### src/rtl/uart_rx_stdin_pkg.sv
// Shared definitions for the stdin UART receiver: receiver state encoding and
// baud-rate divisors (system clocks per bit at a 50 MHz system clock).
package uart_rx_stdin_pkg;

  typedef enum logic [1:0] {
    ST_IDLE  = 2'd0,
    ST_START = 2'd1,
    ST_DATA  = 2'd2,
    ST_STOP  = 2'd3
  } rx_state_e;

  localparam int B115200 = 434;
  localparam int B57600  = 868;
  localparam int B38400  = 1302;
  localparam int B19200  = 2604;
  localparam int B9600   = 5208;

endpackage

### src/rtl/uart_rx_stdin_fifo.sv
// Show-ahead byte FIFO between the UART deframer and the core's stdin port.
// Pointers carry one extra wrap bit so full and empty are told apart without a counter.
module rx_fifo #(
  parameter int FIFO_DEPTH = 4
) (
  input  logic       clk,
  input  logic       rstn,
  input  logic       i_push,
  input  logic [7:0] i_wdata,
  input  logic       i_pop,
  output logic [7:0] o_rdata,
  output logic       o_full,
  output logic       o_empty
);

  localparam int AW = $clog2(FIFO_DEPTH);

  logic [AW:0] r_wptr;
  logic [AW:0] r_rptr;
  logic [7:0]  r_mem [FIFO_DEPTH];
  logic        w_do_push;
  logic        w_do_pop;

  assign o_empty   = (r_wptr == r_rptr);
  assign o_full    = (r_wptr[AW] != r_rptr[AW]) && (r_wptr[AW-1:0] == r_rptr[AW-1:0]);
  assign w_do_pop  = i_pop && !o_empty;
  // A pop on the same edge frees the slot the push lands in, so full is no obstacle then.
  assign w_do_push = i_push && (!o_full || w_do_pop);
  assign o_rdata   = r_mem[r_rptr[AW-1:0]];

  always_ff @(posedge clk or negedge rstn) begin
    if (!rstn) begin
      r_wptr <= '0;
      r_rptr <= '0;
      for (int i = 0; i < FIFO_DEPTH; i++) r_mem[i] <= '0;
    end else begin
      if (w_do_push) begin
        r_mem[r_wptr[AW-1:0]] <= i_wdata;
        r_wptr                <= r_wptr + 1'b1;
      end
      if (w_do_pop) r_rptr <= r_rptr + 1'b1;
    end
  end

endmodule

### src/rtl/uart_rx_stdin.sv
// 8N1 UART receiver feeding the processor's stdin stream through a small FIFO,
// with one-cycle pulses for framing errors and for bytes dropped on overrun.
module uart_rx_stdin
  import uart_rx_stdin_pkg::*;
#(
  parameter int BAUD       = B115200,
  parameter int FIFO_DEPTH = 4
) (
  input  logic       clk,
  input  logic       rstn,
  input  logic       rx,
  output logic [7:0] stdin_data,
  output logic       stdin_valid,
  input  logic       stdin_ready,
  output logic       frame_err,
  output logic       overrun,
  output rx_state_e  o_dbg_state
);

  localparam int CW = $clog2(BAUD);

  logic [1:0]    r_sync;
  rx_state_e     r_state;
  rx_state_e     w_next;
  logic [CW-1:0] r_baud_cnt;
  logic [2:0]    r_bit_cnt;
  logic [7:0]    r_shift;
  logic          r_frame_err;
  logic          r_overrun;

  logic w_rxs;
  logic w_tick;
  logic w_load_half;
  logic w_load_full;
  logic w_shift_en;
  logic w_clr_bits;
  logic w_stop_done;
  logic w_push;
  logic w_pop;
  logic w_full;
  logic w_empty;

  always_ff @(posedge clk or negedge rstn) begin
    if (!rstn) r_sync <= 2'b11;
    else       r_sync <= {r_sync[0], rx};
  end

  assign w_rxs  = r_sync[1];
  assign w_tick = (r_baud_cnt == '0);

  always_ff @(posedge clk or negedge rstn) begin
    if (!rstn) r_state <= ST_IDLE;
    else       r_state <= w_next;
  end

  always_comb begin
    w_next = r_state;
    case (r_state)
      ST_IDLE:  if (!w_rxs) w_next = ST_START;
      ST_START: if (w_tick) w_next = w_rxs ? ST_IDLE : ST_DATA;
      ST_DATA:  if (w_tick && (r_bit_cnt == 3'd7)) w_next = ST_STOP;
      // Leaving at mid-stop-bit leaves half a bit to catch a back-to-back start edge.
      ST_STOP:  if (w_tick) w_next = ST_IDLE;
      default:  w_next = ST_IDLE;
    endcase
  end

  always_comb begin
    w_load_half = 1'b0;
    w_load_full = 1'b0;
    w_shift_en  = 1'b0;
    w_clr_bits  = 1'b0;
    w_stop_done = 1'b0;
    case (r_state)
      ST_IDLE: begin
        w_clr_bits  = 1'b1;
        w_load_half = !w_rxs;
      end
      ST_START: w_load_full = w_tick && !w_rxs;
      ST_DATA: begin
        w_shift_en  = w_tick;
        w_load_full = w_tick;
      end
      ST_STOP:  w_stop_done = w_tick;
      default:  w_clr_bits  = 1'b1;
    endcase
  end

  always_ff @(posedge clk or negedge rstn) begin
    if (!rstn) begin
      r_baud_cnt <= '0;
      r_bit_cnt  <= '0;
      r_shift    <= '0;
    end else begin
      if (w_load_half)        r_baud_cnt <= CW'(BAUD / 2 - 1);
      else if (w_load_full)   r_baud_cnt <= CW'(BAUD - 1);
      else if (!w_tick)       r_baud_cnt <= r_baud_cnt - CW'(1);
      if (w_clr_bits)         r_bit_cnt  <= '0;
      else if (w_shift_en)    r_bit_cnt  <= r_bit_cnt + 3'd1;
      if (w_shift_en)         r_shift    <= {w_rxs, r_shift[7:1]};
    end
  end

  assign w_push = w_stop_done && w_rxs;
  assign w_pop  = stdin_valid && stdin_ready;

  always_ff @(posedge clk or negedge rstn) begin
    if (!rstn) begin
      r_frame_err <= 1'b0;
      r_overrun   <= 1'b0;
    end else begin
      r_frame_err <= w_stop_done && !w_rxs;
      r_overrun   <= w_push && w_full && !w_pop;
    end
  end

  rx_fifo #(
    .FIFO_DEPTH(FIFO_DEPTH)
  ) u_fifo (
    .clk     (clk),
    .rstn    (rstn),
    .i_push  (w_push),
    .i_wdata (r_shift),
    .i_pop   (w_pop),
    .o_rdata (stdin_data),
    .o_full  (w_full),
    .o_empty (w_empty)
  );

  assign stdin_valid = !w_empty;
  assign frame_err   = r_frame_err;
  assign overrun     = r_overrun;
  assign o_dbg_state = r_state;

endmodule

### config.mk
export PLATFORM = sky130hd
export DESIGN_NAME = uart_rx_stdin
export DESIGN_NICKNAME = d
export VERILOG_FILES = /design/src/rtl/uart_rx_stdin_pkg.sv /design/src/rtl/uart_rx_stdin_fifo.sv /design/src/rtl/uart_rx_stdin.sv
export SDC_FILE = /design/constraint.sdc
export NUM_CORES = 1
export LEC_CHECK = 0
export BUFFER_PORTS_ARGS = -buffer_cell sky130_fd_sc_hd__buf_2
export CAP_MARGIN = 20
export CORE_AREA = 2 2 115 117
export DETAILED_ROUTE_END_ITERATION = 10
export DIE_AREA = 0 0 117 119
export PLACE_DENSITY = 0.46
export SLEW_MARGIN = 20
export SYNTH_ARGS = -nofsm -noshare
export SYNTH_HDL_FRONTEND = slang
export SYNTH_SLANG_ARGS = --single-unit
### constraint.sdc
create_clock -name clk -period 5.55 [get_ports clk]
set_input_delay 1.11 -clock clk [delete_from_list [all_inputs] [get_ports clk]]
set_output_delay 1.11 -clock clk [all_outputs]
set_load 0.02 [all_outputs]
Word level (Yosys, flattened, before mapping)
Cells that the tools add are included.
- multiplexer cells: 22
- reductions and logical operators: 20
- add/sub/neg operators: 4
- $lt $le $gt $ge: 3
- bitwise gates (word level): 2
- equal/unequal tests: 12
- operators with widths (cell ; number):
    bitwise mux 32 bit ; 1
    2-to-1 mux 9 bit ; 3
    2-to-1 mux 8 bit ; 3
    binary-select mux 8 bit (select 2 bit) ; 1
    demux 8 bit (select 2 bit) ; 1
    logical AND 1 bit ; 11
    2-to-1 mux 2 bit ; 5
    adder 3 x 1 -> 3 bit (second input constant) ; 3
    zero test 9 bit ; 1
    subtractor 9 x 1 -> 9 bit (second input constant) ; 1
    != test 2 bit (second input constant) ; 4
    case mux 2 bit (4 select lines) ; 1
    >= comparator 3 bit (second input constant) ; 2
    2-to-1 mux 3 bit ; 2
    inverter 2 -> 3 bit ; 2
    equality test 2 bit (second input constant) ; 2
    zero test 1 bit ; 4
    2-to-1 mux 1 bit ; 4
    AND reduction 4 bit ; 1
    equality test 3 bit ; 1
    equality test 3 bit (second input constant) ; 1
    less-than comparator 3 x 1 -> 1 bit (second input constant) ; 1
    != test 3 x 1 -> 1 bit (second input constant) ; 1
    equality test 2 x 1 -> 1 bit (second input constant) ; 1
    6 further kinds ; 6
- logic and storage cells: 76
- register bits after elaboration: 64
- output and inout bits: 13

Longest topological paths before layout
- word-level depth: 6
- depth in mapped cells: 7

Modules after synthesis
From an unflattened synthesis, not the netlist that was laid out.
- cells, all modules: 273
- area, all modules: 3235.6 sq um
- modules (own cells, without submodules) (module ; times used ; cells each ; area each (sq um)):
    rx_fifo ; 1 ; 153 ; 1929.4
    uart_rx_stdin ; 1 ; 120 ; 1306.3

Worst setup path before layout
Ideal clock, no wire load.
- path type: register to output
- start point: register u_fifo.r_rptr[0]
- end point: output stdin_data[0]
- cell stages (with the launch flop): 3
- data arrival time: 1206 ps
- setup slack: 3234 ps
- data required time: 4440 ps
- path through: dfrtp_1 -> buf_2 -> mux4_2
- word-level cells in the longest chain between the ends: 4
- ends and longest elaborated chain (element ; line ; source):
    start, declared ; uart_rx_stdin_fifo.sv:19 ; logic [AW:0] r_rptr;
    start signal, assigned ; uart_rx_stdin_fifo.sv:41 ; if (w_do_pop) r_rptr <= r_rptr + 1'b1;
    inverter 2 -> 3 bit (not written as such) ; uart_rx_stdin_fifo.sv:29 ; assign o_rdata = r_mem[r_rptr[AW-1:0]];
    binary-select mux 8 bit (select 2 bit) ; uart_rx_stdin_fifo.sv:29 ;
    2-to-1 mux 8 bit (not written as such) (2 in series) ; uart_rx_stdin_fifo.sv:29 ;
    end, declared ; uart_rx_stdin.sv:12 ; output logic [7:0] stdin_data,
Every way passes these cells. The select of a mux whose other input is x is not followed.

Worst setup path in the final report
- start point: register u_fifo.r_rptr[0]
- end point: output stdin_data[1]
The elaborated chain is that of the path after synthesis.

==> run metrics <==
Slew @ Worst Pin 826 ps; DRT Pass-1 Iters 4; min Tclk post-route 3010 ps; Max Freq 0.332 GHz; Synth Area per Inst 13.8 µm²; asr flop ratio synth 100%; end point of the critical path stdin_data[1]; die footprint 13900 µm²; aggregate negative setup slack 0 ps; Post-synth top flop dfrtp_1; YS warnings 0; LEAKAGE 1.73 nW; H-tree levels 3; critical path data arrival time 1900 ps; Total GRT Usage 9.51%; Clock Sinks 64; Initial DRC Count 63; Routed WL 5.96 mm; terminus of the critical flop-to-flop path u_fifo.r_mem[25]; Post-DP HPWL 3.85 mm; Hold Fails Final Rpt 0; number of vias in the routed layout 1784; first-pass GRT wire length 10.0 mm; sequential area share after synthesis 51.9%; Hold Buf Count CTS 0; Syn-to-layout area delta 19.3%; CP startpoint u_fifo.r_rptr[0]; postcts setup bufs 0; synthesized flop and latch total 64; Final Non-Filler Cells 427; Final setup viols 0; # port buffers 16; syn_nets 241; maximum vdd drop 0.134 mV; Slew Limit Fails 0; slack of the worst reg-to-reg path 3090 ps; clock tree from TritonCTS built; Post-synth EDFFs 0; final routed DRC violation total 0; share of cells above drive strength 1 36.7%; Syn Inst Count 224; Post-DRT Antenna Nets 0; Crit Path Max Fanout 11; Required @ worst endpoint 4440 ps; Multi-input gate area 1420 µm²; Placeable Area 12900 µm²; grt ovf 0; Tightest Hold Check Type flip-flop to flip-flop; vias in the first global route 1850; most common cell after layout, fill and taps aside dfrtp_1; synth unique cells 41; Die Wd 117 µm; commonest non-fill, non-tap cells in the layout 62 x dfrtp_1, 36 x mux2_2, 16 x buf_2; RSZ-0062 raised after global routing no; clk_lat worst skew 330 ps; Pwr Density 297 nW/µm²; CTS Root Cell clkbuf_16; Slew HR 45.0%; largest net degree at the start of global routing 65; Fillers 1322; Clock Tree Buf Depth 2; Sequential Area 1600 µm²; Hold WS 356 ps; Worst-path clk slew 60 ps; Post-Syn Area 3090 µm²; final core occ 28.6%; Layout Nets 263; cts repair resizes 0; Reg2Reg Depth 6; outcome finished, final reports clean; TritonCTS buffer count 9; Top Ports 17; Wirelength per Cell 14.0 µm; Setup CP Type flip-flop to primary output; Layout Skew 8.96 ps; placed insts 411; CP endpoint kind primary output; # diodes 0; final period utilization 54.3%; Die Y 119 µm; Critical R2R Launch r_baud_cnt[0]; initial core utilization 24.0%; FP Rows 42; RePlAce Congestion 0.715; detail-routed via count per cell 4.18; antenna violations before repair 0; max-cap violation count 0; CP Launch Type flip-flop
critical path: stages (launching register included):
cell,delay [ps]
dfrtp_1,800
mux4_2,600
buf_2,180
cells in the mapped netlist, types with 2 or more instances:
| cell | count | area (µm²) |
|---|---|---|
| dfrtp_1 | 62 | 1550 |
| mux2_2 | 36 | 405 |
| ha_1 | 13 | 163 |
| nand2_1 | 10 | 37.5 |
| a21oi_1 | 8 | 40.0 |
| mux4_2 | 8 | 180 |
| nor2_1 | 8 | 30.0 |
| xnor2_1 | 8 | 70.1 |
| inv_1 | 7 | 26.3 |
| mux2_4 | 5 | 75.1 |
| nand3_1 | 5 | 25.0 |
| nor3_1 | 5 | 25.0 |
| a211oi_1 | 4 | 30.0 |
| nand3_4 | 4 | 70.1 |
| o21ai_0 | 4 | 20.0 |
| or3_1 | 3 | 18.8 |
| buf_1 | 2 | 7.51 |
| buf_2 | 2 | 10.0 |
| dfstp_2 | 2 | 52.6 |
| mux2i_1 | 2 | 20.0 |
| nand2b_1 | 2 | 12.5 |
| nand3b_1 | 2 | 15.0 |
| nor2b_1 | 2 | 12.5 |
| o21a_1 | 2 | 15.0 |
| or4_1 | 2 | 15.0 |
where the power goes:
group | leakage, nW | total [mW] | internal, mW | switching, mW
logic | 0.697 | 0.0124 | 0.00180 | 0.0106
registers | 0.869 | 0.469 | 0.468 | 0.000795
clock network | 0.161 | 0.614 | 0.398 | 0.217
total | 1.73 | 1.10 | 0.868 | 0.228
routing by layer:
layer  part of all wire (%)  up-vias  track usage, %
met5                      0        -               0
met4                   0.97        0            2.65
met3                    3.8        6            3.56
met2                     48       21            14.7
met1                     47      889            12.4
li1                       -      868               -
registers in the layout (all words and copies together), names as in the netlist, 2 cells and up, named ones only:
| name | flops |
|---|---|
| u_fifo.r_mem | 32 |
| r_shift | 8 |
| r_baud_cnt | 9 |
| r_sync | 2 |
| u_fifo.r_wptr | 3 |
| r_bit_cnt | 3 |
| u_fifo.r_rptr | 3 |
worst min path at each step:
stage	end	cells after the start	startpoint
4_1_cts	r_sync[1]	0	r_sync[0]
5_1_grt	r_sync[1]	0	r_sync[0]
2_1_floorplan	r_sync[1]	0	r_sync[0]
3_3_place_gp	r_sync[1]	0	r_sync[0]
3_5_place_dp	r_sync[1]	0	r_sync[0]
6_report	r_sync[1]	0	r_sync[0]
per-stage QoR:
| step | cell area [µm²] | total power, mW | worst slack (ps) |
|---|---|---|---|
| after floorplan | 3090 | 0.478 | 3230 |
| after detailed placement | 3360 | 0.491 | 2810 |
| final | 3690 | 1.10 | 2540 |
| after CTS | 3690 | 1.12 | 2450 |
| after global placement | 3360 | 0.491 | 2840 |
| after global routing | 3690 | 1.14 | 2410 |
area by class of cell:
cell class | instances | share of cell area, %
Clock buffer | 9 | 6.11
Tap cell | 176 | 5.97
Inverter | 7 | 0.713
Clock inverter | 7 | 2.71
Sequential cell | 64 | 43.5
Timing Repair Buffer | 17 | 2.38
Multi-Input combinational cell | 147 | 38.6
cell families after synthesis:
family / Yosys count / synth area share, %
compound gates: 23 / 4.62
fa+ha+maj: 13 / 5.26
mux: 52 / 22.4
flops: 64 / 51.9
xor+xnor: 9 / 2.55
buf+inv: 13 / 2.02
simple gates: 50 / 11.3
No activity file was read; power rests on OpenSTA's default activity.
